==> config.mk <==
export PLATFORM = sky130hd
export DESIGN_NAME = cpu_ctrl_fsm
export DESIGN_NICKNAME = d
export VERILOG_FILES = /design/src/rtl/cpu_pkg.sv /design/src/rtl/cpu_next_pc.sv /design/src/rtl/cpu_ctrl_fsm.sv
export SDC_FILE = /design/constraint.sdc
export NUM_CORES = 1
export LEC_CHECK = 0
export BUFFER_PORTS_ARGS = -buffer_cell sky130_fd_sc_hd__buf_2
export CAP_MARGIN = 20
export CORE_ASPECT_RATIO = 0.7
export CORE_MARGIN = 1
export CORE_UTILIZATION = 55
export DETAILED_ROUTE_END_ITERATION = 8
export PLACE_DENSITY = 0.88
export RECOVER_POWER = 100
export SLEW_MARGIN = 20
export SYNTH_ARGS = -nofsm -noshare
export SYNTH_HDL_FRONTEND = slang
export SYNTH_SLANG_ARGS = --single-unit
==> constraint.sdc <==
create_clock -name clk -period 4.65 [get_ports clk]
set_input_delay 0.465 -clock clk [delete_from_list [all_inputs] [get_ports clk]]
set_output_delay 0.465 -clock clk [all_outputs]
set_load 0.02 [all_outputs]
==> src/rtl/cpu_pkg.sv <==
// Shared opcode constants, FSM state type and next-PC select codes for the CPU control unit.
package cpu_pkg;

  localparam logic [5:0] OP_RTYPE  = 6'h00;
  localparam logic [5:0] OP_J      = 6'h02;
  localparam logic [5:0] OP_BEQ    = 6'h04;
  localparam logic [5:0] OP_LW     = 6'h23;
  localparam logic [5:0] OP_SW     = 6'h2B;
  localparam logic [5:0] FUNCT_ADD = 6'h20;

  typedef enum logic [2:0] {
    S_FETCH,
    S_DECODE,
    S_EXEC,
    S_MEM,
    S_WB,
    S_TRAP
  } ctrl_state_t;

  typedef enum logic [1:0] {
    NPC_HOLD,
    NPC_INC,
    NPC_BR,
    NPC_J
  } npc_sel_t;

endpackage

==> src/rtl/cpu_next_pc.sv <==
// Combinational next-PC select: hold, +1, branch (pc + sext(imm)) or jump (splice 26-bit target).
module cpu_next_pc
  import cpu_pkg::*;
#(
  parameter int ADDR_W = 32
) (
  input  logic [ADDR_W-1:0] i_pc,
  input  logic [15:0]       i_imm,
  input  logic [25:0]       i_target,
  input  npc_sel_t          i_sel,
  output logic [ADDR_W-1:0] o_pc
);

  logic signed [15:0]       w_imm_s;
  logic signed [ADDR_W-1:0] w_imm_ext;
  logic [ADDR_W-1:0]        w_tgt_ext;
  logic [ADDR_W-1:0]        w_hi_mask;

  assign w_imm_s   = i_imm;
  assign w_imm_ext = ADDR_W'(w_imm_s);
  assign w_tgt_ext = ADDR_W'(i_target);
  // Mask collapses to zero when ADDR_W <= 26, so the jump target is simply zero-extended.
  assign w_hi_mask = {ADDR_W{1'b1}} << 26;

  always_comb begin
    o_pc = i_pc;
    case (i_sel)
      NPC_HOLD: o_pc = i_pc;
      NPC_INC:  o_pc = i_pc + ADDR_W'(1);
      NPC_BR:   o_pc = i_pc + w_imm_ext;
      NPC_J:    o_pc = (i_pc & w_hi_mask) | w_tgt_ext;
      default:  o_pc = i_pc;
    endcase
  end

endmodule

==> src/rtl/cpu_ctrl_fsm.sv <==
// Multi-cycle CPU control unit: owns PC/IR, sequences fetch, decode, execute, memory and writeback.
module cpu_ctrl_fsm
  import cpu_pkg::*;
#(
  parameter int                ADDR_W   = 32,
  parameter logic [ADDR_W-1:0] RESET_PC = '0
) (
  input  logic              clk,
  input  logic              reset,
  output logic              fetch_req,
  input  logic              fetch_ack,
  input  logic [31:0]       instruction,
  output logic [ADDR_W-1:0] pc,
  output logic [4:0]        rf_ra,
  output logic [4:0]        rf_rb,
  output logic              rf_we,
  output logic [4:0]        rf_wa,
  output logic              wb_sel,
  output logic              alu_b_sel,
  output logic [5:0]        alu_funct,
  input  logic              alu_zero,
  output logic              mem_req,
  output logic              mem_we,
  input  logic              mem_ack,
  output logic              illegal,
  output logic [31:0]       retire_cnt
);

  ctrl_state_t       r_state;
  logic [ADDR_W-1:0] r_pc;
  logic [31:0]       r_ir;
  logic [31:0]       r_retire;
  logic              r_illegal;
  logic              r_fetch_req;
  logic              r_mem_req;
  logic              r_mem_we;
  logic              r_rf_we;
  logic              r_wb_sel;
  logic              r_alu_b_sel;
  logic [5:0]        r_alu_funct;

  logic [5:0]        w_op;
  npc_sel_t          w_npc_sel;
  logic [ADDR_W-1:0] w_npc;

  assign w_op = r_ir[31:26];

  always_comb begin
    w_npc_sel = NPC_HOLD;
    if (r_state == S_FETCH) begin
      w_npc_sel = NPC_INC;
    end else if (r_state == S_EXEC) begin
      if (w_op == OP_J)                   w_npc_sel = NPC_J;
      else if (w_op == OP_BEQ && alu_zero) w_npc_sel = NPC_BR;
    end
  end

  cpu_next_pc #(.ADDR_W(ADDR_W)) u_next_pc (
    .i_pc     (r_pc),
    .i_imm    (r_ir[15:0]),
    .i_target (r_ir[25:0]),
    .i_sel    (w_npc_sel),
    .o_pc     (w_npc)
  );

  // Every output is registered: strobes are set on the transition into the state that owns them.
  always_ff @(posedge clk or posedge reset) begin
    if (reset) begin
      r_state     <= S_FETCH;
      r_pc        <= RESET_PC;
      r_ir        <= '0;
      r_retire    <= '0;
      r_illegal   <= 1'b0;
      r_fetch_req <= 1'b0;
      r_mem_req   <= 1'b0;
      r_mem_we    <= 1'b0;
      r_rf_we     <= 1'b0;
      r_wb_sel    <= 1'b0;
      r_alu_b_sel <= 1'b0;
      r_alu_funct <= FUNCT_ADD;
    end else begin
      case (r_state)
        S_FETCH: begin
          r_fetch_req <= 1'b1;
          if (fetch_ack && r_fetch_req) begin
            r_ir        <= instruction;
            r_pc        <= w_npc;
            r_fetch_req <= 1'b0;
            r_state     <= S_DECODE;
          end
        end
        S_DECODE: begin
          r_state     <= S_EXEC;
          r_alu_b_sel <= 1'b0;
          r_alu_funct <= FUNCT_ADD;
          case (w_op)
            OP_RTYPE:     r_alu_funct <= r_ir[5:0];
            OP_LW, OP_SW: r_alu_b_sel <= 1'b1;
            OP_BEQ, OP_J: r_alu_b_sel <= 1'b0;
            default: begin
              r_state   <= S_TRAP;
              r_illegal <= 1'b1;
            end
          endcase
        end
        S_EXEC: begin
          case (w_op)
            OP_RTYPE: begin
              r_rf_we  <= 1'b1;
              r_wb_sel <= 1'b0;
              r_state  <= S_WB;
            end
            OP_LW, OP_SW: begin
              r_mem_req <= 1'b1;
              r_mem_we  <= (w_op == OP_SW);
              r_state   <= S_MEM;
            end
            default: begin
              r_pc        <= w_npc;
              r_retire    <= r_retire + 32'd1;
              r_fetch_req <= 1'b1;
              r_state     <= S_FETCH;
            end
          endcase
        end
        S_MEM: begin
          if (mem_ack) begin
            r_mem_req <= 1'b0;
            r_mem_we  <= 1'b0;
            if (w_op == OP_SW) begin
              r_retire    <= r_retire + 32'd1;
              r_fetch_req <= 1'b1;
              r_state     <= S_FETCH;
            end else begin
              r_rf_we  <= 1'b1;
              r_wb_sel <= 1'b1;
              r_state  <= S_WB;
            end
          end
        end
        S_WB: begin
          r_rf_we     <= 1'b0;
          r_wb_sel    <= 1'b0;
          r_retire    <= r_retire + 32'd1;
          r_fetch_req <= 1'b1;
          r_state     <= S_FETCH;
        end
        S_TRAP: begin
          r_fetch_req <= 1'b0;
          r_mem_req   <= 1'b0;
          r_mem_we    <= 1'b0;
          r_rf_we     <= 1'b0;
        end
        default: r_state <= S_FETCH;
      endcase
    end
  end

  assign fetch_req  = r_fetch_req;
  assign pc         = r_pc;
  assign rf_ra      = r_ir[25:21];
  assign rf_rb      = r_ir[20:16];
  assign rf_we      = r_rf_we;
  assign rf_wa      = (w_op == OP_LW) ? r_ir[20:16] : r_ir[15:11];
  assign wb_sel     = r_wb_sel;
  assign alu_b_sel  = r_alu_b_sel;
  assign alu_funct  = r_alu_funct;
  assign mem_req    = r_mem_req;
  assign mem_we     = r_mem_we;
  assign illegal    = r_illegal;
  assign retire_cnt = r_retire;

endmodule

# ---- Word-level counts from Yosys, hierarchy flattened
# Cells that the tools add are included.
dict set report word_totals {
  word_cells 97
  regBits 112
}
dict set report classes {
  eq_ne 19
  n_addsub 3
  bitwise 3
  muxes 37
  n_reduce_logical 23
}
# op n
set ops {}
lappend ops {{2-to-1 mux 32 bit} 5}
lappend ops {{one-hot mux 32 bit (4 select lines)} 1}
lappend ops {{one-hot mux 32 bit (3 select lines)} 1}
lappend ops {{adder 32 x 1 -> 32 bit, second input constant} 2}
lappend ops {{one-hot mux 32 bit (2 select lines)} 1}
lappend ops {{adder 32 bit} 1}
lappend ops {{bitwise OR 32 x 26 -> 32 bit} 1}
lappend ops {{AND reduction 4 bit} 4}
lappend ops {{one-hot mux 3 bit (5 select lines)} 1}
lappend ops {{== test 6 bit, second input constant} 2}
lappend ops {{2-to-1 mux 1 bit} 12}
lappend ops {{2-to-1 mux 3 bit} 4}
lappend ops {{one-hot mux 1 bit (3 select lines)} 4}
lappend ops {{AND reduction 3 bit} 3}
lappend ops {{nonzero test 3 bit} 3}
lappend ops {{2-to-1 mux 2 bit} 4}
lappend ops {{inequality test 2 bit, second input constant} 4}
lappend ops {{== test 3 x 2 -> 1 bit, second input constant} 2}
lappend ops {{== test 3 bit, second input constant} 2}
lappend ops {{== test 6 x 2 -> 1 bit, second input constant} 1}
lappend ops {{== test 6 x 3 -> 1 bit, second input constant} 1}
lappend ops {{zero test 6 bit} 1}
lappend ops {{2-to-1 mux 6 bit} 1}
lappend ops {{inequality test 2 x 1 -> 1 bit, second input constant} 3}
lappend ops {{16 further kinds} 21}

# ---- Longest topological paths before layout
dict set report logic_depth {
  ltp_word 10
  mapped_depth 14
}

# ---- Hierarchy
# A second synthesis with hierarchy kept.
dict set report hier_totals {
  cells_unflattened 824
  area_unflattened_um2 7741.2
}
# module cells_each instances seq_area_each_um2 area_per_inst_um2
set modules_own_cells {}
lappend modules_own_cells {cpu_ctrl_fsm 387 1 2803.9 5032.3}
lappend modules_own_cells {cpu_next_pc 437 1 0.0 2708.8}

# ---- Worst setup path before layout
# Ideal clock, no wire load.
dict set report synth_timing {
  path_type {reg2reg}
  from {register r_ir[27]}
  to {register r_pc[18] (netlist: pc[18])}
  setup_ns 0.126
  path_stages_with_launch 14
  n_path_buf 1
  path_slack_ns 1.213
  required_ns 4.524
  arrival_time_ns 3.311
  cell_sequence {dfrtp_1 > nor4_4 > and3_2 > nand2b_1 > ha_1 > fa_1 > a211oi_1 > o211ai_1 > a41oi_1 > o21bai_1 > buf_2 > o31ai_1 > o21ai_0 > a221o_1}
}
dict set report synth_via {
  elab_chain_len 10
  elab_cells_between_ends 21
}
# element line
set synth_lines {}
lappend synth_lines {{start, declared} cpu_ctrl_fsm.sv:31} ;# logic [31:0] r_ir;
lappend synth_lines {{start signal, assigned} cpu_ctrl_fsm.sv:86} ;# r_ir <= instruction;
lappend synth_lines {{== test 6 x 3 -> 1 bit} cpu_ctrl_fsm.sv:54} ;# else if (w_op == OP_BEQ && alu_zero) w_npc_sel = NPC_BR;
lappend synth_lines {{logical AND 1 bit} cpu_ctrl_fsm.sv:54}
lappend synth_lines {{2-to-1 mux 2 bit} cpu_ctrl_fsm.sv:54}
lappend synth_lines {{2-to-1 mux 2 bit} cpu_ctrl_fsm.sv:53} ;# if (w_op == OP_J) w_npc_sel = NPC_J;
lappend synth_lines {{2-to-1 mux 2 bit} cpu_ctrl_fsm.sv:52} ;# end else if (r_state == S_EXEC) begin
lappend synth_lines {{2-to-1 mux 2 bit} cpu_ctrl_fsm.sv:50} ;# if (r_state == S_FETCH) begin
lappend synth_lines {{== test 2 bit (tied with other cells)} cpu_next_pc.sv:27} ;# case (i_sel)
lappend synth_lines {{one-hot mux 32 bit (4 select lines)} cpu_next_pc.sv:27}
lappend synth_lines {{2-to-1 mux 32 bit (on tied branches)} {cpu_ctrl_fsm.sv:107, cpu_ctrl_fsm.sv:85}}
lappend synth_lines {{one-hot mux 32 bit (2 select lines)} cpu_ctrl_fsm.sv:82} ;# case (r_state)
lappend synth_lines {{end signal, assigned} cpu_ctrl_fsm.sv:87} ;# r_pc <= w_npc;
lappend synth_lines {{end signal, assigned} cpu_ctrl_fsm.sv:119} ;# r_pc <= w_npc;
lappend synth_lines {{end, declared} cpu_ctrl_fsm.sv:30} ;# logic [ADDR_W-1:0] r_pc;
# Several ways; a longest one is shown, not always the timed one. The select of a mux whose other input is x is not followed.
# A chain may end at the register's enable or synchronous reset.

# ---- Final worst setup path
dict set report layout_timing {
  from {register r_ir[27]}
  to {register r_pc[23] (netlist: pc[23])}
}
# The elaborated chain is that of the path after synthesis.

==> impl_metrics.csv <==
group,metric,value,unit
setup_path,cp_slowest_stage_delay,0.64,ns
power_and_ir_drop,power,3.40,mW
min_path,min_path_type,"input pin to flop",
final_layout,num_antenna_cells,0,
flow_run,maxCapViolCount,2,
setup_path,path_buf_inv,0,
power_and_ir_drop,leakagePower,3.24,nW
sta,final_layout_setup_total_negative_slack,0,ns
clocking,tritoncts,"built",
die,design.core.area,0.0118,mm^2
die,die_h,94.4,um
die,die-area,0.0126,mm^2
placed_design,finalWeightedCongestion,0.963,
global_routing,number_of_antenna_violations_at_the_first_check_in_global_routing,0,
logic_synthesis,ys_top_cells_by_area,"dfrtp_1 (41%), mux2_2 (6.0%), nand2_1 (4.7%)",
setup_path,peak_fanout_along_the_critical_path,16,
setup_path,worst_path_most_repeated_cell,"nor3_1",
power_and_ir_drop,ir_drop,287,uV
final_layout,register_area,0.00280,mm^2
die,io_pins,129,
global_routing,grtUsageMet3,5.53,%
global_routing,grt_use_met1,39.7,%
sta,max_clock_freq,237,MHz
clocking,clock_sinks,112,
sta,fin_skew,0.0103,ns
power_and_ir_drop,powerDensity,453,mW/mm^2
power_and_ir_drop,total_switching_power,1.37,mW
global_routing,overflow,0,
logic_synthesis,number_of_flops_mapped_to_enable_cells_by_yosys,0,
setup_path,cp-end-kind,"flop",
global_routing,grt_first_pass_wirelength,27800,um
logic_synthesis,mappedNetlistArea,0.00670,mm^2
sta,layout_worst_path_cycle_share,90.7,%
sta,finalHoldWorstSlack,0.329,ns
final_layout,instances_no_fill,974,
clocking,postCtsHoldBufs,0,
placed_design,port_buffers,128,
final_layout,final_nets,868,
clocking,cts-root-to-sink-buffers,2,
clocking,clock_tree.htree_level_count,3,
logic_synthesis,synth.lib_cells_used.distinct,83,
setup_path,critical-path-top-delay-family,"simple AND/OR/NAND/NOR gates",
logic_synthesis,seq_area_frac_synth,41.8,%
detailed_routing,via_count,5979,
detailed_routing,totalWireLength,16900,um
logic_synthesis,synth.yosys.warnings,0,
die,initial_core_util,56.9,%
logic_synthesis,yosysMostFrequentCell,"dfrtp_1",
status,violated_checks,"capacitance limit, slew limit",
logic_synthesis,synth.ff_latch_count,112,
sta,final-setup-viol-count,0,
setup_path,worst_ep_arrival_time,4.46,ns
logic_synthesis,synth_async_sr_flop_share,100,%
min_path,worstHoldEndpoint,"r_ir[28]$_DFFE_PP0P_",
setup_path,timing.rr.end,"pc[23]$_DFFE_PP0P_",
setup_path,crit_path_start_kind,"flop",
logic_synthesis,yosys-top-cells-count,"dfrtp_1 (111), nand2_1 (84), nor2_1 (48)",
clocking,cts_resized,0,
power_and_ir_drop,power_frac_seq,44.4,%
power_and_ir_drop,power.clock.fraction,22.6,%
placed_design,placed_instances,958,
sta,slew_headroom,-111,%
setup_path,crit_chain,"nor4_4 > and3_2 > and2_0 > ha_1 > a21oi_1 > nor2_1 > nor4_1 > nor3_1 > a41oi_2 > nor3_1 > or2_0 > a221o_1",
global_routing,grt_max_degree,83,
power_and_ir_drop,power_switching_share,40.4,%
global_routing,met2_track_demand_over_resource_in_global_routing,42.7,%
detailed_routing,via_per_inst,6.14,
detailed_routing,detail_route.iter0.violations,567,
detailed_routing,drc,0,
sta,grt_setup_unrepaired,"false",
die,row_count,33,
global_routing,number_of_global_route_vias_before_repair,5591,
detailed_routing,wl_per_cell,17.4,um
power_and_ir_drop,internal_power,2.02,mW
global_routing,gr-usage-all-layers,27.9,%
clocking,post-cts-setup-buffers,0,
sta,timing_max_transition_violations_final,118,
detailed_routing,drtPass1Iterations,5,
clocking,cts_inserted_buffers,9,
setup_path,worst_path_max_delay_cell,"a41oi_2",
setup_path,worst-setup-path-type,"flop to flop",
final_layout,area_growth_syn_to_fin,12.1,%
setup_path,setup.reg_to_reg.worst_slack,0.43,ns
sta,tightest_slew,3.15,ns
setup_path,critical_path_required,4.90,ns
setup_path,crit-reg2reg-launch,"r_ir[27]$_DFFE_PP0P_",
final_layout,number_of_filler_instances_in_the_final_layout,1018,
final_layout,layout_cell_share_with_drive_strength_beyond_1,14.4,%
logic_synthesis,syn_avg_cell_area,9.51,um^2
sta,fin_ws,0.433,ns
logic_synthesis,synthesis.instances,705,
sta,timing.final.crit_period,4.22,ns
logic_synthesis,synth_flop_cell,"dfrtp_1",
clocking,cts.clk_slew.worst_paths,0.08,ns
logic_synthesis,synth_top_area_share,41.4,%
detailed_routing,antenna_violation_net_count_after_detailed_routing,0,
clocking,clkLatencyLatePin,0.36,ns
global_routing,globalRoute.busiestLayer,"met2",
setup_path,r2r.worst_path.cells,12,
die,die_width,134,um
placed_design,pre_cts_slack,0.541,ns
status,run_status,"complete, but fails checks",
clocking,root_buffer,"clkbuf_16",
min_path,worst_hold_path.num_cells,3,
placed_design,dp_hpwl,12100,um
power_and_ir_drop,share_comb_of_total_power,33.0,%
logic_synthesis,synth_fp_nets,761,
sta,number_of_hold_violations_in_the_final_report,0,
min_path,hp-start,"instruction[28]",
logic_synthesis,yosysTopAreaCell,"dfrtp_1",
final_layout,multiInputGateArea,0.00358,mm^2
[area by class of cell]
type / instances / share of cell area, %
Timing Repair Buffer: 137 / 7.76
Sequential cell: 112 / 37.3
Tap cell: 157 / 2.62
Clock inverter: 7 / 0.866
Inverter: 16 / 0.800
Clock buffer: 9 / 3.00
Multi-Input combinational cell: 536 / 47.6
[worst register-to-register path: stages, from the launching register on]
cell and delay [ns]:
dfrtp_1 0.48, nor4_4 0.44, and3_2 0.44, and2_0 0.24
ha_1 0.25, a21oi_1 0.17, nor2_1 0.12, nor4_1 0.44
nor3_1 0.15, a41oi_2 0.64, nor3_1 0.19, or2_0 0.24
a221o_1 0.29
[sequential cells by signal, indices dropped and copies added (netlist names)]
signal	cells
retire_cnt	32
alu_funct	6
mem_we	1
wb_sel	1
rf_we	1
pc	32
mem_req	1
alu_b_sel	1
r_ir	32
r_state	3
illegal	1
fetch_req	1
[through the flow]
stage	util (%)	area (um^2)
2_1_floorplan	-	6700
3_3_place_gp	62.8	7400
3_5_place_dp	62.8	7400
4_1_cts	65.3	7690
5_1_grt	63.8	7510
6_report	63.8	7510
[cells in the final DEF (no fill, tap or decap), types with 7 or more instances in the layout]
cell,instances
nand3_1,27
o31ai_1,7
inv_1,14
o21ai_0,34
mux2_2,35
xor2_1,15
and2_1,16
dfrtp_1,111
nand4_1,20
clkbuf_16,9
nor2_1,49
buf_2,36
clkbuf_1,94
a21oi_1,34
nor3_1,18
ha_1,18
nand2_1,84
o211ai_1,8
and3_1,13
a31oi_1,9
nor4_1,7
xnor2_1,32
[worst max-delay path by stage]
stage / to / from / slack (ns) / cells after the start
final: pc[23]$_DFFE_PP0P_ / r_ir[27]$_DFFE_PP0P_ / 0.43 / 12
after global routing: pc[28]$_DFFE_PP0P_ / r_ir[27]$_DFFE_PP0P_ / 0.07 / 13
after CTS: pc[24]$_DFFE_PP0P_ / r_ir[27]$_DFFE_PP0P_ / 0.52 / 13
after detailed placement: pc[24]$_DFFE_PP0P_ / r_ir[27]$_DFFE_PP0P_ / 0.54 / 13
after global placement: pc[24]$_DFFE_PP0P_ / r_ir[27]$_DFFE_PP0P_ / 0.68 / 13
after floorplan: pc[18]$_DFFE_PP0P_ / r_ir[27]$_DFFE_PP0P_ / 1.21 / 13
[layer usage]
| metal | up-vias | routed length, um | share of wire (%) |
|---|---|---|---|
| met2 | 297 | 7510 | 44 |
| met1 | 2880 | 7660 | 45 |
| met3 | 36 | 1480 | 8.7 |
| met5 | - | 0 | 0 |
| li1 | 2766 | - | - |
| met4 | 0 | 293 | 1.7 |
[power groups by stage]
stage                     logic [mW]  registers (mW)  clock network, mW
after floorplan                0.856            1.50                  0
after global placement          1.13            1.51                  0
after detailed placement        1.16            1.52                  0
after CTS                       1.17            1.50              0.775
after global routing            1.24            1.55              0.816
final                           1.12            1.51              0.770
[logic make-up after synthesis]
group	Yosys count	share of synthesized area [%]
adders and majority gates	19	3.66
xor gates and xnor gates	47	6.14
AOI/OAI and AO/OA	153	15.6
and+or+nand+nor	277	21.9
muxes	40	6.65
DFF	112	41.8
buffers and inverters	57	4.22
(Power assumes the default switching activity.)
